[src/rtl/pin_ctrl_pkg.sv]
// Shared state encoding and helpers for the PIN attempt controller.
package pin_ctrl_pkg;

  typedef enum logic [2:0] {
    READY    = 3'd0,
    CHECK    = 3'd1,
    GRANTED  = 3'd2,
    COOLDOWN = 3'd3,
    FAULT    = 3'd4
  } state_t;

  // FAIL_W helper: bits needed to hold 0..max_fails.
  function automatic int fail_w(input int max_fails);
    return $clog2(max_fails + 1);
  endfunction

  function automatic logic is_onehot4(input logic [3:0] d);
    return (d != 4'd0) && ((d & (d - 4'd1)) == 4'd0);
  endfunction

endpackage

[src/rtl/pin_ctrl_timer.sv]
// Loadable down-counter shared by the response timeout and the cooldown lockout.
module pin_ctrl_timer #(
  parameter int W = 10
) (
  input  logic         clk,
  input  logic         reset,
  input  logic         load,
  input  logic [W-1:0] value,
  output logic         expired
);

  logic [W-1:0] cnt;

  always_ff @(posedge clk or posedge reset) begin
    if (reset) begin
      cnt <= '0;
    end else if (load) begin
      cnt <= value;
    end else if (cnt != '0) begin
      cnt <= cnt - W'(1);
    end
  end

  // High during the last loaded cycle, so a load of N spans exactly N cycles.
  assign expired = (cnt == W'(1));

endmodule

[src/rtl/pin_attempt_ctrl.sv]
// Session controller in front of the DebitPin checker: forwards digits, tracks failures, locks out.
// Build option: define PIN_BUG_RECOVER_EN to treat pin_bug as a failed attempt instead of sticky FAULT.
module pin_attempt_ctrl
  import pin_ctrl_pkg::*;
#(
  parameter int NUM_DIGITS      = 4,
  parameter int MAX_FAILS       = 3,
  parameter int COOLDOWN_CYCLES = 1000,
  parameter int RESP_TIMEOUT    = 8
) (
  input  logic                          clk,
  input  logic                          reset,
  input  logic [3:0]                    user_digits,
  input  logic                          user_submit,
  input  logic                          user_done,
  input  logic                          pin_correct,
  input  logic                          pin_incorrect,
  input  logic                          pin_bug,
  output logic [3:0]                    pin_digits,
  output logic                          pin_submit,
  output logic                          chk_reset,
  output logic                          access,
  output logic                          locked,
  output logic                          fault,
  output logic                          bad_digit,
  output logic [fail_w(MAX_FAILS)-1:0]  fails_left
);

  localparam int FAIL_W = fail_w(MAX_FAILS);
  localparam int CNT_W  = $clog2(NUM_DIGITS + 1);
  localparam int TMR_W  = $clog2(((COOLDOWN_CYCLES > RESP_TIMEOUT) ? COOLDOWN_CYCLES
                                                                  : RESP_TIMEOUT) + 1);

  localparam logic [2:0] ST_READY    = READY;
  localparam logic [2:0] ST_CHECK    = CHECK;
  localparam logic [2:0] ST_GRANTED  = GRANTED;
  localparam logic [2:0] ST_COOLDOWN = COOLDOWN;
  localparam logic [2:0] ST_FAULT    = FAULT;

  logic [2:0]        state, state_nxt;
  logic [CNT_W-1:0]  digit_cnt, cnt_nxt;
  logic [FAIL_W-1:0] fails_nxt;
  logic [3:0]        dig_nxt;
  logic              sub_nxt, bad_nxt, crst_nxt, fail_evt;
  logic              tmr_load, tmr_expired;
  logic [TMR_W-1:0]  tmr_value;

  pin_ctrl_timer #(.W(TMR_W)) u_timer (
    .clk     (clk),
    .reset   (reset),
    .load    (tmr_load),
    .value   (tmr_value),
    .expired (tmr_expired)
  );

  always_comb begin
    state_nxt = state;
    cnt_nxt   = digit_cnt;
    fails_nxt = fails_left;
    dig_nxt   = pin_digits;
    sub_nxt   = 1'b0;
    bad_nxt   = 1'b0;
    crst_nxt  = 1'b0;
    fail_evt  = 1'b0;
    tmr_load  = 1'b0;
    tmr_value = TMR_W'(RESP_TIMEOUT);

    // A simultaneous correct+incorrect verdict is a checker malfunction, same as pin_bug.
    if (state != ST_FAULT &&
        (pin_bug || (state == ST_CHECK && pin_correct && pin_incorrect))) begin
`ifdef PIN_BUG_RECOVER_EN
      fail_evt = 1'b1;
      crst_nxt = 1'b1;
`else
      state_nxt = ST_FAULT;
`endif
    end else begin
      case (state)
        ST_READY: begin
          if (user_submit) begin
            if (is_onehot4(user_digits)) begin
              dig_nxt = user_digits;
              sub_nxt = 1'b1;
              cnt_nxt = digit_cnt + CNT_W'(1);
              if (cnt_nxt == CNT_W'(NUM_DIGITS)) begin
                state_nxt = ST_CHECK;
                tmr_load  = 1'b1;
                tmr_value = TMR_W'(RESP_TIMEOUT);
              end
            end else begin
              bad_nxt = 1'b1;
            end
          end
        end
        ST_CHECK: begin
          if (pin_correct) begin
            state_nxt = ST_GRANTED;
            fails_nxt = FAIL_W'(MAX_FAILS);
          end else if (pin_incorrect || tmr_expired) begin
            fail_evt = 1'b1;
          end
        end
        ST_GRANTED: begin
          if (user_done) begin
            state_nxt = ST_READY;
            crst_nxt  = 1'b1;
          end
        end
        ST_COOLDOWN: begin
          if (tmr_expired) begin
            state_nxt = ST_READY;
            crst_nxt  = 1'b1;
            fails_nxt = FAIL_W'(MAX_FAILS);
          end
        end
        default: ;
      endcase
    end

    if (fail_evt) begin
      fails_nxt = (fails_left == '0) ? '0 : fails_left - FAIL_W'(1);
      if (fails_nxt == '0) begin
        state_nxt = ST_COOLDOWN;
        tmr_load  = 1'b1;
        tmr_value = TMR_W'(COOLDOWN_CYCLES);
      end else begin
        state_nxt = ST_READY;
        crst_nxt  = 1'b1;
      end
    end

    if (crst_nxt) cnt_nxt = '0;
  end

  // chk_reset comes out of reset high so the checker is cleared alongside this block.
  always_ff @(posedge clk or posedge reset) begin
    if (reset) begin
      state      <= ST_READY;
      digit_cnt  <= '0;
      fails_left <= FAIL_W'(MAX_FAILS);
      pin_digits <= '0;
      pin_submit <= 1'b0;
      bad_digit  <= 1'b0;
      chk_reset  <= 1'b1;
    end else begin
      state      <= state_nxt;
      digit_cnt  <= cnt_nxt;
      fails_left <= fails_nxt;
      pin_digits <= dig_nxt;
      pin_submit <= sub_nxt;
      bad_digit  <= bad_nxt;
      chk_reset  <= crst_nxt;
    end
  end

  assign access = (state == ST_GRANTED);
  assign locked = (state == ST_COOLDOWN);
  assign fault  = (state == ST_FAULT);

endmodule

[config.mk]
export PLATFORM = sky130hd
export DESIGN_NAME = pin_attempt_ctrl
export DESIGN_NICKNAME = d
export VERILOG_FILES = /design/src/rtl/pin_ctrl_pkg.sv /design/src/rtl/pin_ctrl_timer.sv /design/src/rtl/pin_attempt_ctrl.sv
export SDC_FILE = /design/constraint.sdc
export NUM_CORES = 1
export LEC_CHECK = 0
export ABC_CLOCK_PERIOD_IN_PS = 3450
export BUFFER_PORTS_ARGS = -buffer_cell sky130_fd_sc_hd__clkbuf_2
export CORE_MARGIN = 3
export CORE_UTILIZATION = 40
export DETAILED_ROUTE_END_ITERATION = 10
export HOLD_SLACK_MARGIN = 0.06
export PLACE_DENSITY = 0.67
export SYNTH_ARGS = -nofsm -noshare
export SYNTH_HDL_FRONTEND = slang
export SYNTH_SLANG_ARGS = --single-unit
[constraint.sdc]
create_clock -name clk -period 3.45 [get_ports clk]
set_input_delay 0.345 -clock clk [delete_from_list [all_inputs] [get_ports clk]]
set_output_delay 0.345 -clock clk [all_outputs]
set_load 0.005 [all_outputs]
==> results.ini, run 1 <==
[critical_path]
worstPathRequired_ns = 3.65
start_kind = flop
arrival_ns = 2.10
end_kind = flop
critPathKind = flop to flop
cp_max_fo = 8
reg2reg_depth = 5

[floorplan]
io_pins = 23
die_h_um = 65.9
die_x_um = 65.9
rows = 21
start_util_pct = 42.4
die_area_um2 = 4350
coreArea_um2 = 3390

[synth]
ys_types = 45
async_reset_ff_share_pct = 100
ys.flop_type = dfrtp_1
yosysWarnings = 0
syn_inst = 151
synth_edf_count = 0
synth_nets = 167
ys_seq_area_share_pct = 43.8
ys_seq_elements = 25
syn_area_per_cell_um2 = 9.51
syn-cell-area_um2 = 1440

[detailed_routing]
drt-met1-wl_mm = 1.24
drtPass1Iterations = 4
drtAntennaViolNets = 0
met2WireLength_mm = 1.37
drt_iter0_drc = 32
vias = 1131
wl_per_cell_um = 12.3
vias_per_cell = 5.14
drt_wl_total_mm = 2.71
drc = 0
wl_met3_um = 69
highest_layer = met4

[clocking]
cts_hold_buf = 0
post_cts_buffers = 0
ctsLongestPathBuffers = 2
ctsResizeCount = 0
clk_latency_ns = 0.30
clk_pin_slew_ns = 0.13
cts_sinks = 25
root_buffer = clkbuf_4
numCtsBuffers = 3
cts_tree = built
htree_levels = 1

[sta]
clock.fmax_ghz = 0.524
period_minus_slack_ns = 1.91
whs_ns = 0.206
postLayoutSetupSlackWorst_ns = 1.54
finalSetupViolCount = 0
slew-limit-headroom_pct = 39.1
tns_ns = 0
fin_crit_sh_pct = 55.3
finalClockSkew_ns = 0.00313
maxSlewViolCount = 0
hold_viol_final = 0
worst_pin_slew_ns = 0.912
rsz0062_at_grt = no

[cells_and_area]
fin_nets = 191
area_growth_syn_to_layout_pct = 12.5
drive_above_1_share_pct = 22.4
design_area_um2 = 1620
fill_cells = 322
finalNonFillerCells = 220
antenna_cells = 0

[worst_hold_path]
worstHoldPathType = primary input to asynchronous set/reset pin

[global_routing]
grt_pass1_wl_mm = 4.92
antenna_found_initial = 0
grt_max_degree = 26
track_usage_pct = 14.4
grt.overflow.total = 0
grt_pass1_vias = 1131

[pwr]
power.density_nw_per_um2 = 547
ir_worst_vdd_mv = 0.295
leakage_nw = 0.765

[placement]
hpwl_mm = 2.09
numPlacedInstances = 216
place_congestion = 0.864
place_area_um2 = 1590
dp_slack_ns = 1.41
place.port_buffers = 22

[flow_run]
max_cap_violations = 0

[run_status]
status = finished clean

[logic make-up after synthesis]
group / synth area share (%)
flops: 43.8
compound gates: 14.4
simple gates: 26.0
mux: 1.74
fa+ha+maj: 4.36
xor+xnor: 6.71
buf+inv: 2.96
[routing by layer]
| layer | global-route usage (%) | vias up |
|---|---|---|
| li1 | - | 573 |
| met1 | 18.2 | 543 |
| met2 | 25.0 | 13 |
| met3 | 1.70 | 2 |
| met4 | 5.44 | 0 |
| met5 | 0 | - |
[stage by stage]
stage | util [%] | total power [mW]
2_1_floorplan | - | 0.686
3_3_place_gp | 46.9 | 0.756
3_5_place_dp | 46.9 | 0.766
4_1_cts | 47.7 | 0.893
5_1_grt | 47.7 | 0.960
6_report | 47.7 | 0.883
[report_power, final]
group	leakage (nW)	total, mW	internal, mW	switching (mW)
logic	0.442	0.281	0.139	0.141
clock network	0.0150	0.124	0.0451	0.0792
registers	0.308	0.478	0.378	0.100
total	0.765	0.883	0.562	0.321
[state kept, by name (all words and copies together), names as in the netlist]
name         count
u_timer.cnt     10
pin_digits       4
digit_cnt        3
state            3
fails_left       2
bad_digit        1
chk_reset        1
pin_submit       1
[area by class of cell]
cell class / instances / area [um2] / area share (%)
multi-input cells: 116 / 764 / 47.3
inverters: 7 / 27.5 / 1.70
flip-flops and latches: 25 / 629 / 39.0
repair buffers: 22 / 110 / 6.82
clock buffers: 4 / 26.3 / 1.63
well taps: 46 / 57.6 / 3.56
[worst paths after layout]
path	from	end	slack [ns]
max	u_timer.cnt[4]	u_timer.cnt[7]	1.54
min in group clk	user_digits[2]	pin_digits[2]	0.27
max reg2reg	u_timer.cnt[4]	u_timer.cnt[7]	1.54
min	reset	u_timer.cnt[3]	0.21
max in group asynchronous	reset	u_timer.cnt[1]	2.69
min reg2reg	pin_digits[0]	pin_digits[0]	0.50
[critical path, cell delays in order (launching register included)]
cell	delay (ns)
dfrtp_1	0.47
nor4_4	0.47
nand3_1	0.39
a31o_2	0.34
o21ai_0	0.06
nand2_1	0.06
[synth_stat cells (2+ instances only)]
| library cell | instances | area, um2 |
|---|---|---|
| a31o_2 | 2 | 17.5 |
| a211oi_1 | 2 | 15.0 |
| nor3_1 | 2 | 10.0 |
| clkbuf_1 | 2 | 7.51 |
| dfrtp_1 | 22 | 551 |
| nor2b_1 | 2 | 12.5 |
| o21ai_0 | 3 | 15.0 |
| nand3_1 | 6 | 30.0 |
| a21o_1 | 2 | 15.0 |
| nand2_1 | 21 | 78.8 |
| and3_1 | 3 | 18.8 |
| ha_1 | 5 | 62.6 |
| nor4_1 | 2 | 12.5 |
| dfstp_2 | 3 | 78.8 |
| nand3b_1 | 3 | 22.5 |
| a21oi_1 | 4 | 20.0 |
| nor4b_1 | 2 | 17.5 |
| xnor2_1 | 3 | 26.3 |
| xor2_1 | 8 | 70.1 |
| o21ai_1 | 4 | 20.0 |
| nand2b_1 | 5 | 31.3 |
| nor3b_1 | 2 | 15.0 |
| inv_1 | 6 | 22.5 |
| nor2_1 | 16 | 60.1 |
[layout by cell type (no fill, tap or decap), types with 2 or more instances in the layout]
cell type  instances
a211oi_1           2
a21o_1             2
a21oi_1            4
a31o_2             2
and3_1             3
clkbuf_2          22
clkbuf_4           3
dfrtp_1           22
dfstp_2            3
ha_1               5
inv_1              6
nand2_1           21
nand2b_1           5
nand3_1            6
nand3b_1           3
nor2_1            16
nor2b_1            2
nor3_1             2
nor3b_1            2
nor4_1             2
nor4b_1            2
o21ai_0            3
o21ai_1            4
xnor2_1            3
xor2_1             8
(Power assumes the default switching activity.)
==> run 2: changes to the inputs <==
- ABC_AREA: default -> 1
- ABC_CLOCK_PERIOD_IN_PS: 3450 -> 1900
- PLACE_DENSITY: 0.67 -> 0.66
- clock period: 3.45 -> 1.9 ns (I/O delays scaled with it)
==> run 2 against run 1 <==
  * Die area is 6.2% higher
  * Sequential share of layout area down 3.2 points
  * Clock power increased by 150%
  * Critical path type unchanged
==> results.ini, run 2 <==
[detailed_routing]
drc = 0
drtAntennaViolNets = 0
vias_per_cell = 4.61
wl_per_cell_um = 10.5
vias = 1253
drt_iter0_drc = 89
drt_wl_total_mm = 2.87
drtPass1Iterations = 4

[global_routing]
grt_max_degree = 26
grt_pass1_vias = 1160
grt_use_met1_pct = 19.5
track_usage_pct = 14.1
antenna_found_initial = 0
grt_pass1_wl_mm = 4.93
grt.overflow.total = 0
met2_usage_pct = 22.3
grt_busiest_layer = met2
met3_usage_pct = 1.97

[synth]
synth_nets = 214
synth_top_area_cell = dfrtp_1
ys_types = 32
yosys-top-cells-area = dfrtp_1 36%, nand2_1 11%, inv_1 9.0%
async_reset_ff_share_pct = 100
syn_area_per_cell_um2 = 7.75
synth_edf_count = 0
yosysTopAreaCellShare_pct = 35.9
yosysMostFrequentCell = nand2_1
ys.flop_type = dfrtp_1
ys_seq_elements = 25
syn_inst = 198
yosysWarnings = 0
ys_seq_area_share_pct = 41.0
syn-cell-area_um2 = 1540
ys_top_cells_by_count = 47 x nand2_1, 37 x inv_1, 22 x dfrtp_1, 19 x nor2_1, 11 x nand3_1

[sta]
rsz0062_at_grt = no
finalClockSkew_ns = 0.00178
slew-limit-headroom_pct = 77.8
period_minus_slack_ns = 1.65
maxSlewViolCount = 0
clock.fmax_ghz = 0.606
fin_crit_sh_pct = 86.8
worst_pin_slew_ns = 0.329
finalSetupViolCount = 0
tns_ns = 0
hold_viol_final = 0

[critical_path]
regToRegEndpoint = u_timer.cnt[3]
r2r_slack_ns = 0.25
reg2reg_from = state[2]
worstPathRequired_ns = 2.05
critPathKind = flop to flop
reg2reg_depth = 12
cp_max_fo = 14
start_kind = flop
arrival_ns = 1.80
end_kind = flop

[clocking]
ctsResizeCount = 0
cts_tree = built
htree_levels = 1
clk_pin_slew_ns = 0.08
numCtsBuffers = 3
clk_latency_ns = 0.26
ctsLongestPathBuffers = 2
root_buffer = clkbuf_8
post_cts_buffers = 0
cts_sinks = 25

[pwr]
power_frac_seq_pct = 59.9
clkPwrFrac_pct = 34.2
power.total_mw = 0.898
power.density_nw_per_um2 = 510
internal_power_mw = 0.706
leakage_nw = 0.990
combPwrFrac_pct = 5.9
p_switching_mw = 0.192
swShare_pct = 21.4
ir_worst_vdd_mv = 0.307

[cells_and_area]
drive_above_1_share_pct = 23.0
fin_nets = 243
largest_register = u_timer.cnt
largest_reg_flops = 10
reg.largest.list = u_timer.cnt (10), pin_digits (4)
layout_commonest_cell = nand2_1
antenna_cells = 0
area_growth_syn_to_layout_pct = 14.8
layout_common_cells = 47 x nand2_1, 37 x inv_1, 22 x dfrtp_1, 22 x clkbuf_2, 19 x nor2_1

[floorplan]
io_pins = 23
coreArea_um2 = 3520
die_area_um2 = 4620
die_x_um = 68.0
start_util_pct = 43.6
rows = 21
die_h_um = 68.0

[placement]
place.port_buffers = 22
hpwl_mm = 2.26
place_congestion = 0.846

[worst_hold_path]
holdPathStages = 3
worstHoldPathType = primary input to flop
hp-start = user_digits[3]
holdPathEnd = pin_digits[3]

[flow_run]
max_cap_violations = 0

[run_status]
status = finished clean

[run 2: worst max-delay path by stage]
| stage | startpoint | endpoint | slack, ns |
|---|---|---|---|
| after floorplan | u_timer.cnt[1] | state[0] | 0.51 |
| after global placement | state[2] | u_timer.cnt[3] | 0.26 |
| after detailed placement | state[2] | u_timer.cnt[3] | 0.26 |
| after CTS | state[2] | u_timer.cnt[3] | 0.24 |
| after global routing | state[0] | u_timer.cnt[3] | 0.12 |
| final | state[2] | u_timer.cnt[3] | 0.25 |
[run 2: worst max-delay path: stages (launching register included)]
cell and delay, ns:
dfrtp_1 0.44, inv_1 0.10, nand2_2 0.07, nor2_2 0.15, nand2_2 0.08, nand2_4 0.08, nand2_4 0.09, nand2_4 0.18
nor2_4 0.06, inv_4 0.07, nand2_4 0.07, inv_2 0.09, nand3_2 0.05
[run 2: kinds of logic (layout without fill, tap and decap cells)]
group,after synthesis,count (layout),synth area share (%)
xor+xnor,5,5,2.85
fa+ha+maj,5,5,4.07
simple gates,101,101,32.4
buf+inv,40,68,10.4
compound gates,22,22,9.29
flops,25,25,41.0
[run 2: cell type report]
cell class                 instances  area (um2)
inverter                          39         149
fill                             360        1760
multi-input combinational        133         746
timing repair buffer              25         135
clock buffer                       4        45.0
tap                               46        57.6
sequential                        25         629
[run 2: timing repair]
| action | CTS | global route |
|---|---|---|
| endpoints found under the setup margin | 0 | 0 |
| hold buffers | 1 | 0 |
| hold endpoints to repair | 22 | 0 |
[run 2: power by group through the flow]
stage | registers (mW) | clock network, mW | logic (mW)
finish | 0.538 | 0.307 | 0.0526
global route | 0.539 | 0.347 | 0.0608
floorplan | 0.548 | 0 | 0.0292
detailed placement | 0.549 | 0 | 0.0523
CTS | 0.538 | 0.327 | 0.0539
global placement | 0.549 | 0 | 0.0523
[run 2: routing by layer]
| metal | part of all wire (%) | vias up |
|---|---|---|
| li1 | - | 670 |
| met1 | 50 | 564 |
| met2 | 46 | 17 |
| met3 | 2.8 | 2 |
| met4 | 0.84 | 0 |
| met5 | 0 | - |
[run 2: stage by stage]
| stage | hold slack (ns) | instance area [um2] | utilization [%] | std cells | setup WS, ns |
|---|---|---|---|---|---|
| 2_1_floorplan | 0.215 | 1540 | - | 198 | 0.507 |
| 3_3_place_gp | 0.236 | 1710 | 48.5 | 267 | 0.261 |
| 3_5_place_dp | 0.240 | 1710 | 48.5 | 267 | 0.259 |
| 4_1_cts | 0.180 | 1760 | 50.0 | 272 | 0.243 |
| 5_1_grt | 0.187 | 1760 | 50.0 | 272 | 0.116 |
| 6_report | 0.190 | 1760 | 50.0 | 272 | 0.250 |
==> run 3: changes to the inputs <==
- CTS_BUF_LIST: default -> sky130_fd_sc_hd__clkbuf_4 sky130_fd_sc_hd__clkbuf_8 sky130_fd_sc_hd__clkbuf_16
==> run 3 against run 2 <==
  * Non-clock buffer count did not move
  * Clock skew hardly changed
  * Sequential power about the same
  * Hold slack about the same
  * Critical path type unchanged
==> results.ini, run 3 (synthesis gave the netlist of run 2 again) <==
[run_status]
status = finished clean

[critical_path]
reg2reg_depth = 12
slowest_delay_ns = 0.44
critPathCapture = u_timer.cnt[3]
cp_cell_sequence = inv_1 > nand2_2 > nor2_2 > nand2_2 > nand2_4 > nand2_4 > nand2_4 > nor2_4 > inv_4 > nand2_4 > inv_2 > nand3_2
worstPathRequired_ns = 2.05
r2r_slack_ns = 0.25
regToRegEndpoint = u_timer.cnt[3]
worstSetupStartpoint = state[2]
crit_top_cell = nand2_4
cp_slowest_cell = dfrtp_1
arrival_ns = 1.80
start_kind = flop
cp_max_fo = 14
reg2reg_from = state[2]
critPathKind = flop to flop
end_kind = flop

[clocking]
ctsLongestPathBuffers = 2
post_cts_buffers = 0
cts_sinks = 25
htree_levels = 1
cts_tree = built
numCtsBuffers = 3
root_buffer = clkbuf_8
clk_pin_slew_ns = 0.08
clk_latency_ns = 0.26

[sta]
whs_ns = 0.191
worst_pin_slew_ns = 0.329
maxSlewViolCount = 0
clock.fmax_ghz = 0.606
hold_viol_final = 0
fin_crit_sh_pct = 86.9
rsz0062_at_grt = no
slew-limit-headroom_pct = 77.8
tns_ns = 0
finalSetupViolCount = 0
finalClockSkew_ns = 0.00180
period_minus_slack_ns = 1.65

[cells_and_area]
reg.largest.list = u_timer.cnt (10), pin_digits (4)
antenna_cells = 0
largest_register = u_timer.cnt
area_growth_syn_to_layout_pct = 15.0
fin_nets = 243
drive_above_1_share_pct = 23.5
layout_common_cells = 47 x nand2_1, 37 x inv_1, 22 x dfrtp_1, 22 x clkbuf_2, 19 x nor2_1
layout_commonest_cell = nand2_1
largest_reg_flops = 10
design_area_um2 = 1770

[flow_run]
max_cap_violations = 0

[global_routing]
antenna_found_initial = 0
track_usage_pct = 14.1
grt_pass1_vias = 1160
grt.overflow.total = 0
grt_pass1_wl_mm = 4.93
grt_max_degree = 26

[detailed_routing]
drt_wl_total_mm = 2.86
drtAntennaViolNets = 0
drt_iter0_drc = 89
wl_per_cell_um = 10.5
drc = 0
vias_per_cell = 4.61
drtPass1Iterations = 4
vias = 1253

[placement]
place.port_buffers = 22
hpwl_mm = 2.26
place_congestion = 0.846
place_area_um2 = 1710

[floorplan]
rows = 21
io_pins = 23
coreArea_um2 = 3520
die_x_um = 68.0
die_h_um = 68.0
start_util_pct = 43.6
die_area_um2 = 4620

[worst_hold_path]
worstHoldPathType = primary input to flop
hp-start = user_digits[3]

[pwr]
leakage_nw = 0.994
power.total_mw = 0.912
power.density_nw_per_um2 = 517
ir_worst_vdd_mv = 0.308

==> run 3: report_power, final <==
part / leakage, nW / switching (mW) / internal, mW
registers: 0.319 / 0.00257 / 0.536
logic: 0.649 / 0.0315 / 0.0211
clock network: 0.0262 / 0.158 / 0.164
total: 0.994 / 0.192 / 0.721
==> run 3: worst min-delay path by stage <==
stage | end | slack [ns] | cells past startpoint
2_1_floorplan | bad_digit | 0.22 | 1
3_3_place_gp | u_timer.cnt[7] | 0.24 | 3
3_5_place_dp | u_timer.cnt[7] | 0.24 | 3
4_1_cts | pin_digits[3] | 0.18 | 3
5_1_grt | pin_digits[1] | 0.19 | 3
6_report | pin_digits[3] | 0.19 | 3
==> run 3: layout make-up <==
cell class / count / area, um2
clock buffer: 4 / 48.8
timing repair buffer: 25 / 135
multi-input combinational: 133 / 746
tap: 46 / 57.6
sequential: 25 / 629
inverter: 39 / 149
fill: 360 / 1760
==> run 3: worst max-delay path: cells and delay by family, from the launching register on <==
family / cells / cell delay (ns)
flip-flops: 1 / 0.44
buffers and inverters: 3 / 0.26
AND/OR/NAND/NOR: 9 / 0.83
==> run 3: metal layers <==
layer  up-vias  routed length [um]  GRT usage [%]
met1       564                1430           19.5
met3         2                  79           1.97
li1        670                   -              -
met2        17                1330           22.3
met5         -                   0              0
met4         0                  24           5.21
==> run 3: stage by stage <==
| stage | instances | setup WS (ns) | utilization (%) |
|---|---|---|---|
| floorplan | 198 | 0.507 | - |
| global placement | 267 | 0.261 | 48.5 |
| detailed placement | 267 | 0.259 | 48.5 |
| CTS | 272 | 0.243 | 50.1 |
| global route | 272 | 0.116 | 50.1 |
| finish | 272 | 0.250 | 50.1 |
==> run 3: what timing repair did <==
| action | 4_1_cts | 5_1_grt |
|---|---|---|
| hold buffers | 1 | 0 |
| gates resized for setup | 0 | 0 |
| hold endpoints to repair | 22 | 0 |
